===== config.mk =====
export PLATFORM = sky130hd
export DESIGN_NAME = craps_game_ctrl
export DESIGN_NICKNAME = d
export VERILOG_FILES = /design/src/rtl/craps_pkg.sv /design/src/rtl/craps_roll_eval.sv /design/src/rtl/craps_game_ctrl.sv
export SDC_FILE = /design/constraint.sdc
export NUM_CORES = 1
export LEC_CHECK = 0
export CAP_MARGIN = 20
export CORE_UTILIZATION = 30
export CTS_BUF_LIST = sky130_fd_sc_hd__clkbuf_4 sky130_fd_sc_hd__clkbuf_8 sky130_fd_sc_hd__clkbuf_16
export DETAILED_ROUTE_END_ITERATION = 10
export MAX_ROUTING_LAYER = met4
export SYNTH_ARGS = -nofsm -noshare
export SYNTH_HDL_FRONTEND = slang
export SYNTH_SLANG_ARGS = --single-unit
export TNS_END_PERCENT = 100

===== constraint.sdc =====
create_clock -name clk -period 3.15 [get_ports clk]
set_input_delay 0.315 -clock clk [delete_from_list [all_inputs] [get_ports clk]]
set_output_delay 0.315 -clock clk [all_outputs]
set_load 0.005 [all_outputs]

===== src/rtl/craps_pkg.sv =====
// Shared encodings for the craps game controller: FSM states, op codes and dice sums.
package craps_pkg;

  typedef enum logic [2:0] {
    S_IDLE       = 3'd0,
    S_COME_REQ   = 3'd1,
    S_POINT_WAIT = 3'd2,
    S_POINT_REQ  = 3'd3,
    S_WIN        = 3'd4,
    S_LOSE       = 3'd5
  } state_t;

  typedef enum logic [1:0] {
    OP_INIT   = 2'b00,
    OP_REROLL = 2'b01,
    OP_WIN    = 2'b10,
    OP_LOSE   = 2'b11
  } op_t;

  localparam logic [3:0] SUM_2  = 4'd2;
  localparam logic [3:0] SUM_3  = 4'd3;
  localparam logic [3:0] SUM_7  = 4'd7;
  localparam logic [3:0] SUM_11 = 4'd11;
  localparam logic [3:0] SUM_12 = 4'd12;

  function automatic op_t state_op(input state_t s);
    case (s)
      S_POINT_WAIT, S_POINT_REQ: state_op = OP_REROLL;
      S_WIN:                     state_op = OP_WIN;
      S_LOSE:                    state_op = OP_LOSE;
      default:                   state_op = OP_INIT;
    endcase
  endfunction

endpackage


===== src/rtl/craps_roll_eval.sv =====
// Combinational dice check: sum of both dice and whether both lie in 1..6.
module craps_roll_eval (
  input  logic [2:0] die_a,
  input  logic [2:0] die_b,
  output logic [3:0] sum,
  output logic       legal
);

  assign sum   = {1'b0, die_a} + {1'b0, die_b};
  assign legal = (die_a != 3'd0) && (die_a != 3'd7) &&
                 (die_b != 3'd0) && (die_b != 3'd7);

endmodule


===== src/rtl/craps_game_ctrl.sv =====
// Craps game controller: requests rolls from a dice generator and tracks come-out / point phases.
module craps_game_ctrl
  import craps_pkg::*;
#(
  parameter int ROLL_CNT_W  = 8,
  parameter int TIMEOUT_CYC = 255
) (
  input  logic                  clk,
  input  logic                  rst,
  input  logic                  roll_btn,
  input  logic [2:0]            die_a,
  input  logic [2:0]            die_b,
  input  logic                  die_valid,
  output logic                  roll_req,
  output logic [1:0]            op,
  output logic [3:0]            sum,
  output logic [3:0]            point,
  output logic [ROLL_CNT_W-1:0] roll_cnt,
  output logic                  err
);

  localparam int TW = $clog2(TIMEOUT_CYC + 1);
  localparam logic [TW-1:0] TMO_LAST = TW'(TIMEOUT_CYC - 1);

  state_t                  state, state_nxt;
  logic [3:0]              sum_nxt, point_nxt, roll_sum;
  logic [ROLL_CNT_W-1:0]   cnt_nxt;
  logic [TW-1:0]           tmo, tmo_nxt;
  logic                    err_nxt, legal, accept;

  craps_roll_eval u_eval (
    .die_a (die_a),
    .die_b (die_b),
    .sum   (roll_sum),
    .legal (legal)
  );

  assign roll_req = (state == S_COME_REQ) || (state == S_POINT_REQ);
  assign op       = state_op(state);
  assign accept   = roll_req && die_valid && legal;

  always_comb begin
    state_nxt = state;
    sum_nxt   = sum;
    point_nxt = point;
    cnt_nxt   = roll_cnt;
    err_nxt   = err;
    tmo_nxt   = '0;
    case (state)
      S_IDLE, S_WIN, S_LOSE: begin
        if (roll_btn) begin
          state_nxt = S_COME_REQ;
          sum_nxt   = '0;
          point_nxt = '0;
          cnt_nxt   = '0;
        end
      end
      S_POINT_WAIT: begin
        if (roll_btn) state_nxt = S_POINT_REQ;
      end
      S_COME_REQ, S_POINT_REQ: begin
        if (accept) begin
          sum_nxt = roll_sum;
          cnt_nxt = (roll_cnt == '1) ? roll_cnt : roll_cnt + 1'b1;
          if (state == S_COME_REQ) begin
            if (roll_sum == SUM_7 || roll_sum == SUM_11)
              state_nxt = S_WIN;
            else if (roll_sum == SUM_2 || roll_sum == SUM_3 || roll_sum == SUM_12)
              state_nxt = S_LOSE;
            else begin
              point_nxt = roll_sum;
              state_nxt = S_POINT_WAIT;
            end
          end else begin
            if (roll_sum == point)      state_nxt = S_WIN;
            else if (roll_sum == SUM_7) state_nxt = S_LOSE;
            else                        state_nxt = S_POINT_WAIT;
          end
        end else begin
          // An illegal die flags err but keeps the request open; only the timer ends it.
          if (die_valid) err_nxt = 1'b1;
          if (tmo == TMO_LAST) begin
            err_nxt   = 1'b1;
            state_nxt = S_IDLE;
          end else begin
            tmo_nxt = tmo + 1'b1;
          end
        end
      end
      default: state_nxt = S_IDLE;
    endcase
  end

  always_ff @(posedge clk) begin
    if (rst) begin
      state    <= S_IDLE;
      sum      <= '0;
      point    <= '0;
      roll_cnt <= '0;
      err      <= 1'b0;
      tmo      <= '0;
    end else begin
      state    <= state_nxt;
      sum      <= sum_nxt;
      point    <= point_nxt;
      roll_cnt <= cnt_nxt;
      err      <= err_nxt;
      tmo      <= tmo_nxt;
    end
  end

endmodule


==> results.md <==
- count of buffers from port buffering: 29
- Resized cells post-CTS: 0
- via count normalized by instance count: 4.773
- Syn Std Cell Area: 0.001548 mm^2
- Max Transition Viols Final: 0
- die width: 73.83 um
- initial core utilization: 0.3192
- die outline area: 0.005450 mm^2
- Layout Cell Area excl Fill: 0.001952 mm^2
- floorplan core area: 0.004848 mm^2
- diode count: 0
- worst-case reg-to-reg path depth: 6
- fin crit period: 2.679 ns
- portion of synthesized cell area occupied by the leading cell type: 0.3622
- ratio of final minimum period to clock period: 0.8503
- fraction of the yosys area taken by sequential cells: 0.3622
- number of cell rows: 25
- Routed WL per cell: 11.79 um
- total of warnings raised by yosys: 0
- end point of the most critical hold path: sum[0]
- unrepaired setup endpoints after global routing: no
- first-pass GRT wire length: 5526 um
- MaxCap Viol Count: 0
- number of global-route vias before repair: 1277
- GRT Residual Overflow: 0
- count of hold buffers inserted by post-cts repair: 0
- P_leak: 0.7270 nW
- Die Y-Extent: 73.83 um
- post-synthesis cell count: 184
- Cell Int Power: 0.5639 mW
- Root Buffer: sky130_fd_sc_hd__clkbuf_8
- I/O Pins: 30
- net switching fraction of the power: 0.3242
- worst path cell trace: clkdlybuf4s50_1 -> ha_1 -> fa_1 -> xnor2_1 -> maj3_1 -> a2111oi_4 -> o21ai_0
- Peak Freq: 373.3 MHz
- clock latency at the later pin of the worst-skew pair: 0.27 ns
- Critical Path Fanout Max: 9
- total power per unit cell area: 427.5 mW/mm^2
- register bit total from synthesis: 28
- proportion of power drawn by flip-flops and latches: 0.465
- Max Clock Skew: 0.002530 ns
- Worst Path Arrival: 2.82 ns
- aggregate global-route resource usage: 0.1314
- post-layout worst setup margin: 0.4715 ns
- post-synth net total: 201
- reg-to-reg setup timing slack: 0.89 ns
- clock transition at the registers of the reported paths: 0.09 ns
- H-tree Lvls: 1
- CTS tree: built
- result of the run: finished clean
- number of antenna violations at the first check in global routing: 0
- worst reg2reg path endpoint: point[1]
- nature of the critical path endpoint: flop
- Hold Crit Class: flop to flop
- number of routed nets with antenna violations: 0
- cell area after placement: 0.001911 mm^2
- required arrival time at the worst endpoint: 3.29 ns
- router iterations before antenna repair: 4
- nature of the critical path startpoint: input pin
- worst stage delay on the critical path: 0.53 ns
- Post-route DRC: 0
- Max clock buf depth: 2
- largest vdd supply drop: 0.2286 mV
- relative slew slack: 0.5078
- WHS Path Cells: 2
- Post-Route WL: 3325 um
- startpoint-to-endpoint class of the critical path: input pin to flop
- Routability Congestion: 0.7887
- Final Total Pwr: 0.8344 mW
- cts bufs inserted: 3
- Critical R2R Launch: state[2]
- cell type contributing the most total cell area after synthesis: sky130_fd_sc_hd__dfxtp_1
- standard cell with the maximum stage delay on the critical path: sky130_fd_sc_hd__a2111oi_4
- actual slew at the worst max-slew pin: 0.7331 ns
- total number of nets in the final design: 234
- hold_sp: sum[0]
- fraction of final layout cells with drive strength greater than 1: 0.05116
- clock network fraction of design power: 0.229
- half-perimeter wire length of the detailed placement result: 2470 um
- Setup TNS: 0 ns
- clock sink count: 28
- number of DRC markers in iteration 0: 94
- Avg Inst Size Synth: 8.412 um^2
- Sw Pwr: 0.2705 mW
- maximum number of pins on one net before global-route repair: 15
- count of endpoints failing setup in the final report: 0
- setup fix buffers added after clock tree synthesis: 0
- area growth from synthesis to layout: 26.11%
- DP Worst Slack: 0.1710 ns
- number of unique standard cell types used by synthesis: 36
- cells taking the most area after synthesis: sky130_fd_sc_hd__dfxtp_1, sky130_fd_sc_hd__xor2_1, sky130_fd_sc_hd__nor2_1
- Logic pwr share: 0.306
- endpoints failing hold: 0
- total number of vias: 1346
state kept, by name, summed over array words and instances (netlist names):
name	flops
state	3
roll_cnt	8
point	4
tmo	8
err	1
sum	4
worst max path at each step:
stage	from	to	slack [ns]	depth (start not counted)
floorplan	die_a[0]	point[0]	0.86	6
global placement	die_a[0]	point[2]	0.24	8
detailed placement	die_a[0]	point[1]	0.17	7
CTS	die_a[0]	point[1]	0.46	7
global route	die_a[0]	point[3]	0.30	9
finish	die_a[0]	point[1]	0.47	7
metrics by stage:
step / utilization / instances / hold slack, ns
after global placement: 0.3941 / 279 / 0.4473
after CTS: 0.4026 / 282 / 0.4619
final: 0.4026 / 282 / 0.4573
after detailed placement: 0.3941 / 279 / 0.4485
after floorplan: - / 184 / 0.4421
after global routing: 0.4026 / 282 / 0.4902
worst max-delay path, delay by kind of cell:
| family | cells | cell delay (ns) |
|---|---|---|
| buf+inv | 1 | 0.45 |
| xor+xnor | 1 | 0.29 |
| fa+ha+maj | 3 | 1.06 |
| compound gates | 2 | 0.70 |
power groups by stage:
stage / Combinational [mW] / Sequential (mW) / Clock (mW)
detailed placement: 0.257 / 0.396 / 0
finish: 0.255 / 0.388 / 0.191
global route: 0.286 / 0.392 / 0.212
CTS: 0.258 / 0.388 / 0.197
global placement: 0.257 / 0.397 / 0
floorplan: 0.182 / 0.394 / 0
cells by family (layout without fill, tap and decap cells):
logic type | count (synthesis) | count (layout) | synth area share
AOI/OAI and AO/OA | 29 | 29 | 0.1423
xor gates and xnor gates | 17 | 17 | 0.09620
adders and majority gates | 8 | 8 | 0.06791
buffers and inverters | 10 | 41 | 0.04204
DFF | 28 | 28 | 0.3622
muxes | 4 | 4 | 0.02587
and+or+nand+nor | 88 | 88 | 0.2635
cells in the final DEF, fill, tap and decap left out, types with 2 or more instances in the layout:
cell,count
sky130_fd_sc_hd__ha_1,6
sky130_fd_sc_hd__a21o_1,2
sky130_fd_sc_hd__xnor2_1,4
sky130_fd_sc_hd__nand2_1,24
sky130_fd_sc_hd__dfxtp_1,28
sky130_fd_sc_hd__a21oi_1,7
sky130_fd_sc_hd__and3_1,5
sky130_fd_sc_hd__o21ai_0,7
sky130_fd_sc_hd__nor4_1,2
sky130_fd_sc_hd__or3_1,4
sky130_fd_sc_hd__nand3_1,14
sky130_fd_sc_hd__mux2i_1,4
sky130_fd_sc_hd__nor2_1,26
sky130_fd_sc_hd__xor2_1,13
sky130_fd_sc_hd__o31ai_1,2
sky130_fd_sc_hd__buf_4,2
sky130_fd_sc_hd__nand3b_1,2
sky130_fd_sc_hd__o211ai_1,2
sky130_fd_sc_hd__clkdlybuf4s50_1,29
sky130_fd_sc_hd__clkbuf_8,3
sky130_fd_sc_hd__nor3_1,6
sky130_fd_sc_hd__nand4_1,3
sky130_fd_sc_hd__inv_1,6
per-layer routing:
metal  part of all wire  GRT usage
met1               0.53     0.1783
met2               0.42     0.2029
met3              0.035    0.02195
met4              0.011    0.03205
met5                  0          -
cell usage after synthesis:
cell and number:
sky130_fd_sc_hd__a2111oi_4 1, sky130_fd_sc_hd__a21o_1 2, sky130_fd_sc_hd__a21oi_1 7, sky130_fd_sc_hd__a21oi_2 1, sky130_fd_sc_hd__a221oi_1 1, sky130_fd_sc_hd__a22oi_1 1, sky130_fd_sc_hd__a2bb2oi_1 1, sky130_fd_sc_hd__a31o_2 1
sky130_fd_sc_hd__a32o_1 1, sky130_fd_sc_hd__and3_1 5, sky130_fd_sc_hd__buf_6 2, sky130_fd_sc_hd__clkbuf_1 1, sky130_fd_sc_hd__clkinv_8 1, sky130_fd_sc_hd__dfxtp_1 28, sky130_fd_sc_hd__fa_1 1, sky130_fd_sc_hd__ha_1 6
sky130_fd_sc_hd__inv_1 6, sky130_fd_sc_hd__maj3_1 1, sky130_fd_sc_hd__mux2i_1 4, sky130_fd_sc_hd__nand2_1 24, sky130_fd_sc_hd__nand2_4 1, sky130_fd_sc_hd__nand2b_1 1, sky130_fd_sc_hd__nand3_1 14, sky130_fd_sc_hd__nand3b_1 2
sky130_fd_sc_hd__nand4_1 3, sky130_fd_sc_hd__nor2_1 26, sky130_fd_sc_hd__nor3_1 6, sky130_fd_sc_hd__nor4_1 2, sky130_fd_sc_hd__o211ai_1 2, sky130_fd_sc_hd__o21ai_0 7, sky130_fd_sc_hd__o31ai_1 2, sky130_fd_sc_hd__o32ai_1 1
sky130_fd_sc_hd__o41ai_2 1, sky130_fd_sc_hd__or3_1 4, sky130_fd_sc_hd__xnor2_1 4, sky130_fd_sc_hd__xor2_1 13
cell type report:
cell class / instances / area, um^2
well taps: 67 / 83.83
clock buffers: 3 / 41.29
fillers: 515 / 2897
repair buffers: 31 / 305.3
flip-flops and latches: 28 / 560.5
inverters: 7 / 38.79
multi-input cells: 146 / 922.1
No activity file was read; power rests on OpenSTA's default activity.
